## src/rtl/runner_pkg.sv

```systemverilog
// rtl/runner_pkg.sv - shared state encoding and width defaults for prog_runner
package runner_pkg;

  localparam int DEF_PC_W  = 8;
  localparam int DEF_SEL_W = 2;

  typedef enum logic [2:0] {
    ST_IDLE,
    ST_LAUNCH,
    ST_RUN,
    ST_DONE,
    ST_TIMEOUT
  } run_state_e;

  function automatic int sel_width(input int n);
    return (n > 1) ? $clog2(n) : 1;
  endfunction

endpackage

```

## src/rtl/edge_det.sv

```systemverilog
// rtl/edge_det.sv - registered rising-edge detector with programmable history reset value
module edge_det #(
  parameter logic RESET_VAL = 1'b0
) (
  input  logic clk,
  input  logic rst,
  input  logic d_i,
  output logic rise_o
);

  logic prev_q;
  logic rise_q;

  always_ff @(posedge clk or posedge rst) begin
    if (rst) begin
      prev_q <= RESET_VAL;
      rise_q <= 1'b0;
    end else begin
      prev_q <= d_i;
      rise_q <= d_i & ~prev_q;
    end
  end

  assign rise_o = rise_q;

endmodule

```

## src/rtl/prog_runner.sv

```systemverilog
// rtl/prog_runner.sv - launches a core at a selected program base and watches for halt or budget expiry
module prog_runner
  import runner_pkg::*;
#(
  parameter int                          PC_W       = DEF_PC_W,
  parameter int                          NUM_PROGS  = 4,
  parameter logic [NUM_PROGS*PC_W-1:0]   PROG_BASE  = {8'h60, 8'h40, 8'h20, 8'h00},
  parameter logic [PC_W-1:0]             HALT_PC    = '1,
  parameter int                          CNT_W      = 16,
  parameter int                          MAX_CYCLES = 4096,
  localparam int                         SEL_W      = sel_width(NUM_PROGS)
) (
  input  logic             clk,
  input  logic             rst,
  input  logic             start,
  input  logic [SEL_W-1:0] prog_sel,
  input  logic             abort,
  input  logic [PC_W-1:0]  core_pc,
  output logic             core_rst,
  output logic [PC_W-1:0]  core_pc_init,
  output logic             busy,
  output logic             done,
  output logic             timeout,
  output logic [CNT_W-1:0] cycle_count
);

  run_state_e       state_q;
  logic [CNT_W-1:0] cycle_count_q;
  logic [CNT_W-1:0] cycle_count_d;
  logic [PC_W-1:0]  pc_init_q;
  logic [SEL_W-1:0] sel_dly_q;
  logic [PC_W-1:0]  slot_base;
  logic             start_rise;

  // The edge detector output lags start by one cycle; delaying prog_sel the
  // same amount keeps the slot aligned with the start sample that caused it.
  edge_det #(
    .RESET_VAL (1'b1)
  ) u_start_edge (
    .clk    (clk),
    .rst    (rst),
    .d_i    (start),
    .rise_o (start_rise)
  );

  always_comb begin
    slot_base = PROG_BASE[PC_W-1:0];
    for (int i = 1; i < NUM_PROGS; i++) begin
      if (sel_dly_q == SEL_W'(i)) slot_base = PROG_BASE[i*PC_W +: PC_W];
    end
  end

  assign cycle_count_d = cycle_count_q + CNT_W'(1);

  always_ff @(posedge clk or posedge rst) begin
    if (rst) begin
      state_q       <= ST_IDLE;
      cycle_count_q <= '0;
      pc_init_q     <= PROG_BASE[PC_W-1:0];
      sel_dly_q     <= '0;
    end else begin
      sel_dly_q <= prog_sel;
      case (state_q)
        ST_IDLE, ST_DONE, ST_TIMEOUT: begin
          if (start_rise) begin
            state_q       <= ST_LAUNCH;
            pc_init_q     <= slot_base;
            cycle_count_q <= '0;
          end
        end
        ST_LAUNCH: state_q <= abort ? ST_IDLE : ST_RUN;
        ST_RUN: begin
          if (abort) begin
            state_q <= ST_IDLE;
          end else if (core_pc == HALT_PC) begin
            state_q <= ST_DONE;
          end else begin
            cycle_count_q <= cycle_count_d;
            if (cycle_count_d == CNT_W'(MAX_CYCLES)) state_q <= ST_TIMEOUT;
          end
        end
        default: state_q <= ST_IDLE;
      endcase
    end
  end

  assign core_rst     = (state_q != ST_RUN);
  assign core_pc_init = pc_init_q;
  assign busy         = (state_q == ST_LAUNCH) || (state_q == ST_RUN);
  assign done         = (state_q == ST_DONE);
  assign timeout      = (state_q == ST_TIMEOUT);
  assign cycle_count  = cycle_count_q;

endmodule

```

## config.mk

```make
export PLATFORM = sky130hd
export DESIGN_NAME = prog_runner
export DESIGN_NICKNAME = d
export VERILOG_FILES = /design/src/rtl/runner_pkg.sv /design/src/rtl/edge_det.sv /design/src/rtl/prog_runner.sv
export SDC_FILE = /design/constraint.sdc
export NUM_CORES = 1
export LEC_CHECK = 0
export CORE_ASPECT_RATIO = 0.5
export CORE_MARGIN = 3
export CORE_UTILIZATION = 48
export DETAILED_ROUTE_END_ITERATION = 12
export PLACE_DENSITY_LB_ADDON = 0.25
export SYNTH_ARGS = -nofsm -noshare
export SYNTH_HDL_FRONTEND = slang
export SYNTH_HIERARCHICAL = 1
export SYNTH_SLANG_ARGS = --single-unit
```

## constraint.sdc

```tcl
create_clock -name clk -period 2.75 [get_ports clk]
set_input_delay 0.55 -clock clk [delete_from_list [all_inputs] [get_ports clk]]
set_output_delay 0.55 -clock clk [all_outputs]
set_load 0.005 [all_outputs]
```

## After elaboration in Yosys (flattened, before gate mapping)

Cells that the tools add are included.

- Bits in registers: 31
- Output and inout port bits: 28
- Input port bits: 14
- Word-level logic and storage cells: 43

- Equality and inequality tests: 14
- Bitwise logic cells: 2
- Muxes and demuxes: 13
- $add $sub $neg: 1
- Reduce and logical (&&, ||, !) cells: 7

Operator list:

| kind | count |
|---|---|
| $mux 16 | 3 |
| $pmux 16 s2 | 1 |
| $add 16x1->16 const B | 1 |
| $eq 16x13->1 const B | 1 |
| $mux 8 | 2 |
| $mux 3 | 4 |
| $pmux 3 s3 | 1 |
| $eq 8x8->1 const B | 1 |
| $eq 3x2->1 const B | 2 |
| $mux 6 | 1 |
| $eq 2x2->1 const B | 2 |
| $ne 2x2->1 const B | 2 |
| $ne 4x4->1 const B | 1 |
| $reduce_and 2->1 | 2 |
| $reduce_and 4->1 | 1 |
| $eq 3x1->1 const B | 1 |
| $eq 3x3->1 const B | 1 |
| $logic_not 3->1 | 1 |
| $ne 3x2->1 const B | 1 |
| $reduce_or 3->1 | 1 |
| $eq 2x1->1 const B | 1 |
| $mux 2 | 1 |
| $ne 2x1->1 const B | 1 |
| $reduce_bool 2->1 | 1 |
| 3 further kinds | 3 |

## Depth between registers and ports, before layout

- Depth after elaboration: 6
- Depth in mapped cells: 7
- Depth with buffers taken out: 6

## Hierarchy

Netlist, hierarchy kept.

By module, submodules not included:

| module | cells each | sequential area each (µm²) | instances | area an instance (µm²) |
|---|---|---|---|---|
| prog_runner | 179 | 575.6 | 1 | 1,539.0 |
| edge_det | 4 | 51.3 | 1 | 68.8 |

## Least setup slack after synthesis

No wires, ideal clock.

- Path type: register to register
- Start: register cycle_count_q[0] (netlist: cycle_count[0])
- End: register state_q[2]
- Arrival: 1.983 ns
- Required time: 2.684 ns
- Path buffers: 0
- Slack: 0.702 ns
- Setup time: 0.066 ns
- Period minus slack after synthesis: 2.048 ns
- Stages on the path, launching flop included: 7
- Cell sequence: dfrtp_1 ha_1 nand3_4 or4_4 xor2_1 nor4b_2 a22o_1

- Longest elaborated chain between the ends: 4

Ends and longest elaborated chain:

| element | RTL line | text |
|---|---|---|
| from (decl) | prog_runner.sv:28 | `logic [CNT_W-1:0] cycle_count_q;` |
| from (signal assigned) | prog_runner.sv:78 | `cycle_count_q <= cycle_count_d;` |
| $add 16x1->16 | prog_runner.sv:53 | `assign cycle_count_d = cycle_count_q + CNT_W'(1);` |
| $eq 16x13->1 | prog_runner.sv:79 | `if (cycle_count_d == CNT_W'(MAX_CYCLES)) state_q <= ST_TIMEOUT;` |
| $ne 4x4->1 (no source line) | -- |  |
| $reduce_and 2->1 (no source line) | -- |  |
| to (signal assigned) | prog_runner.sv:71 | `ST_LAUNCH: state_q <= abort ? ST_IDLE : ST_RUN;` |
| to (decl) | prog_runner.sv:27 | `run_state_e state_q;` |

Every way passes these cells.
A chain may end at the register's enable or synchronous reset.

## Worst setup path in the final report

- Start: register cycle_count_q[0] (netlist: cycle_count[0])
- End: register state_q[1]

Same word-level chain as after synthesis.

==> impl_metrics.json <==
{
  "timing.critical_path.slowest_stage_cell": "sky130_fd_sc_hd__a2111oi_0",
  "synthFlopType": "sky130_fd_sc_hd__dfrtp_1",
  "worst_r2r_endpoint": "state_q[1]",
  "layout.cell_area.non_filler_um2": 1990,
  "yosysTopAreaCell": "sky130_fd_sc_hd__dfrtp_1",
  "clock_latency_ns": 0.27,
  "p_leak_uw": 0.000777,
  "critPathLaunchType": "register",
  "critical_path_buf_inv_count": 0,
  "root_buffer": "sky130_fd_sc_hd__clkbuf_8",
  "vias_per_cell": 5.92,
  "final_max_slew_viol_count": 0,
  "synth.area.top_cells": "sky130_fd_sc_hd__dfrtp_1 37%, sky130_fd_sc_hd__o21ai_0 6.5%, sky130_fd_sc_hd__nand4_1 3.5%",
  "finish.net_count": 228,
  "critPathMaxStageDelay_ns": 0.54,
  "cts.clk_slew.worst_paths_ns": 0.09,
  "wirelength_um": 3710,
  "synthMostInstantiatedCell": "sky130_fd_sc_hd__dfrtp_1",
  "min_path_type": "in -> async",
  "vias_in_the_first_global_route": 1350,
  "holdBufCountCts": 0,
  "cp_data_arrival_time_ns": 2.53,
  "grt_max_degree": 30,
  "dr_total_vias": 1487,
  "placed_area_um2": 1940,
  "synth-async-reset-ratio": 1.00,
  "worstPathRequired_ns": 2.91,
  "synth_area_um2": 1610,
  "io_pins": 42,
  "skew_ns": 0.00186,
  "post-dp-hpwl_um": 2660,
  "pwr-share-comb": 0.324,
  "num_antenna_cells": 0,
  "cts_buffer_count": 3,
  "pwr_per_cell_area_nw_per_um2": 509,
  "layoutNonFillerInstCount": 251,
  "tritoncts_num_sinks": 25,
  "synth-seq-area-share": 0.390,
  "cp_cell_sequence": "ha_1, or2_0, a2111oi_0, o32ai_1, nor4_1, a21oi_1",
  "post-cts-setup-buffers": 0,
  "core_region_area_um2": 3100,
  "port_buffers": 35,
  "worst-r2r-cell-count": 6,
  "clock_power_share": 0.220,
  "grt_util_met1": 0.251,
  "initial_cell_density_of_the_core": 0.519,
  "drt.antenna.violating_nets": 0,
  "grtUsageMet2": 0.323,
  "drive_gt1_frac": 0.0758,
  "drt-wirelength-per-cell_um": 14.8,
  "layout-area-overhead-vs-synth_pct": 23.7,
  "yosysTopAreaCellShare": 0.374,
  "slew_headroom": 0.622,
  "use_met3": 0.0543,
  "overflow": 0,
  "timing.final.crit_period_ns": 2.37,
  "crit_cells": 6,
  "critical_path.reg2reg.startpoint": "cycle_count[0]",
  "criticalPathCategory": "reg -> reg",
  "antenna_violations_before_repair": 0,
  "cts_tree": "done",
  "place_inst": 247,
  "setup_viol_count_final": 0,
  "outcome": "complete, no violations",
  "synth-edff-count": 0,
  "p_switching_uw": 332,
  "max-clock-path-buffers": 2,
  "achievable-frequency_mhz": 422,
  "power_frac_seq": 0.456,
  "synth_common_cells": "24 x sky130_fd_sc_hd__dfrtp_1, 21 x sky130_fd_sc_hd__o21ai_0, 15 x sky130_fd_sc_hd__nor2_1",
  "fillers": 263,
  "syn_avg_cell_area_um2": 8.79,
  "htreeDepth": 1,
  "tightestPinTransition_ns": 0.567,
  "die_y_um": 46.9,
  "synth_seq_cells": 25,
  "setup.reg_to_reg.worst_slack_ns": 0.38,
  "synthCells": 183,
  "grt_setup_unrepaired": "no",
  "cap_violations": 0,
  "power.share.switching": 0.329,
  "timing.critical_path.max_delay_family": "compound AO/OA/AOI/OAI gates",
  "die_x_um": 87.9,
  "top_usage_layer": "met2",
  "ys_warn_count": 6,
  "drt_iter0_markers": 87,
  "postCtsResizedCells": 0,
  "cellInternalPower_uw": 679,
  "kind_of_end_point_of_the_critical_path": "register",
  "finalWeightedCongestion": 0.821,
  "ir_drop_mv": 0.265,
  "firstDrtPassIters": 4,
  "finalHoldViolations": 0,
  "path_max_fanout": 10,
  "grt_first_pass_wirelength_um": 6150,
  "synth_cell_types": 45,
  "timing.final.crit_share": 0.862,
  "die_area_um2": 4120,
  "num_rows": 14,
  "drcViolationCount": 0,
  "final.setup.tns_ns": 0,
  "globalRouteTotalUtil": 0.193
}
kinds of logic (layout without fill, tap and decap cells):
logic type	Yosys count	after routing	synth area share
AOI/OAI and AO/OA	48	48	0.188
xor gates and xnor gates	5	5	0.0272
adders and majority gates	2	2	0.0156
DFF	25	25	0.390
buffers and inverters	26	49	0.0809
other	1	6	0.00233
muxes	3	3	0.0210
and+or+nand+nor	73	73	0.275
worst max-delay path by stage:
stage                    from        endpoint  slack, ns
3_5_place_dp       core_pc[6]  cycle_count[5]       0.38
3_3_place_gp       core_pc[6]  cycle_count[5]       0.52
5_1_grt        cycle_count[0]      state_q[1]       0.11
4_1_cts        cycle_count[0]      state_q[1]       0.38
6_report       cycle_count[0]      state_q[1]       0.38
2_1_floorplan  cycle_count[0]      state_q[2]       0.70
flip-flops by register name, indices dropped and copies added (netlist names):
register and flops:
cycle_count 16, state_q 3, core_pc_init 2, sel_dly_q 2, u_start_edge/prev_q 1, u_start_edge/rise_o 1
power by group through the flow:
stage / Sequential [uW] / Clock [uW] / Combinational, uW
after floorplan: 457 / 0 / 188
after global placement: 465 / 0 / 317
after detailed placement: 469 / 0 / 328
after CTS: 461 / 228 / 330
after global routing: 472 / 242 / 364
final: 461 / 222 / 328
metal layers:
layer  vias up  part of all wire
met4         0            0.0027
met2        65              0.45
met1       706              0.46
li1        714                 -
met3         2             0.080
met5         -                 0
cells in the final DEF (no fill, tap or decap), drive strengths merged, types with 4 or more instances in the layout:
cell,synthesis,final
nand2,11,11
nand2b,5,5
nand3,5,5
nand4,9,9
a21oi,4,4
nor3,6,6
nor4,4,4
o31ai,6,6
o41ai,5,5
inv,8,8
nor2b,5,5
dfrtp,24,24
nor2,15,15
conb,1,6
clkdlybuf4s50,0,35
o21ai,24,24
worst reg2reg max path: cells and delay by family (launching register included):
kind	cells	cell delay, ns
AND/OR/NAND/NOR	2	0.55
flip-flops	1	0.50
adder cells (fa/ha/maj)	1	0.34
AO/OA/AOI/OAI	3	0.88
metrics by stage:
step	setup WS [ns]	total power (uW)	utilization	hold WS (ns)
after floorplan	0.702	645	-	0.290
after global placement	0.524	782	0.626	0.461
after detailed placement	0.381	797	0.626	0.476
after CTS	0.378	1020	0.641	0.450
after global routing	0.115	1080	0.641	0.454
final	0.379	1010	0.641	0.448
layout make-up:
type	count	area (um2)	share of cell area
tap	40	50.0	0.0252
inverter	8	30.0	0.0151
clock buffer	3	41.3	0.0208
sequential	25	627	0.315
multi-input combinational	137	870	0.437
clock inverter	1	5.00	0.00252
timing repair buffer	37	365	0.184
Note: power is estimated with default switching activity, not from simulation.
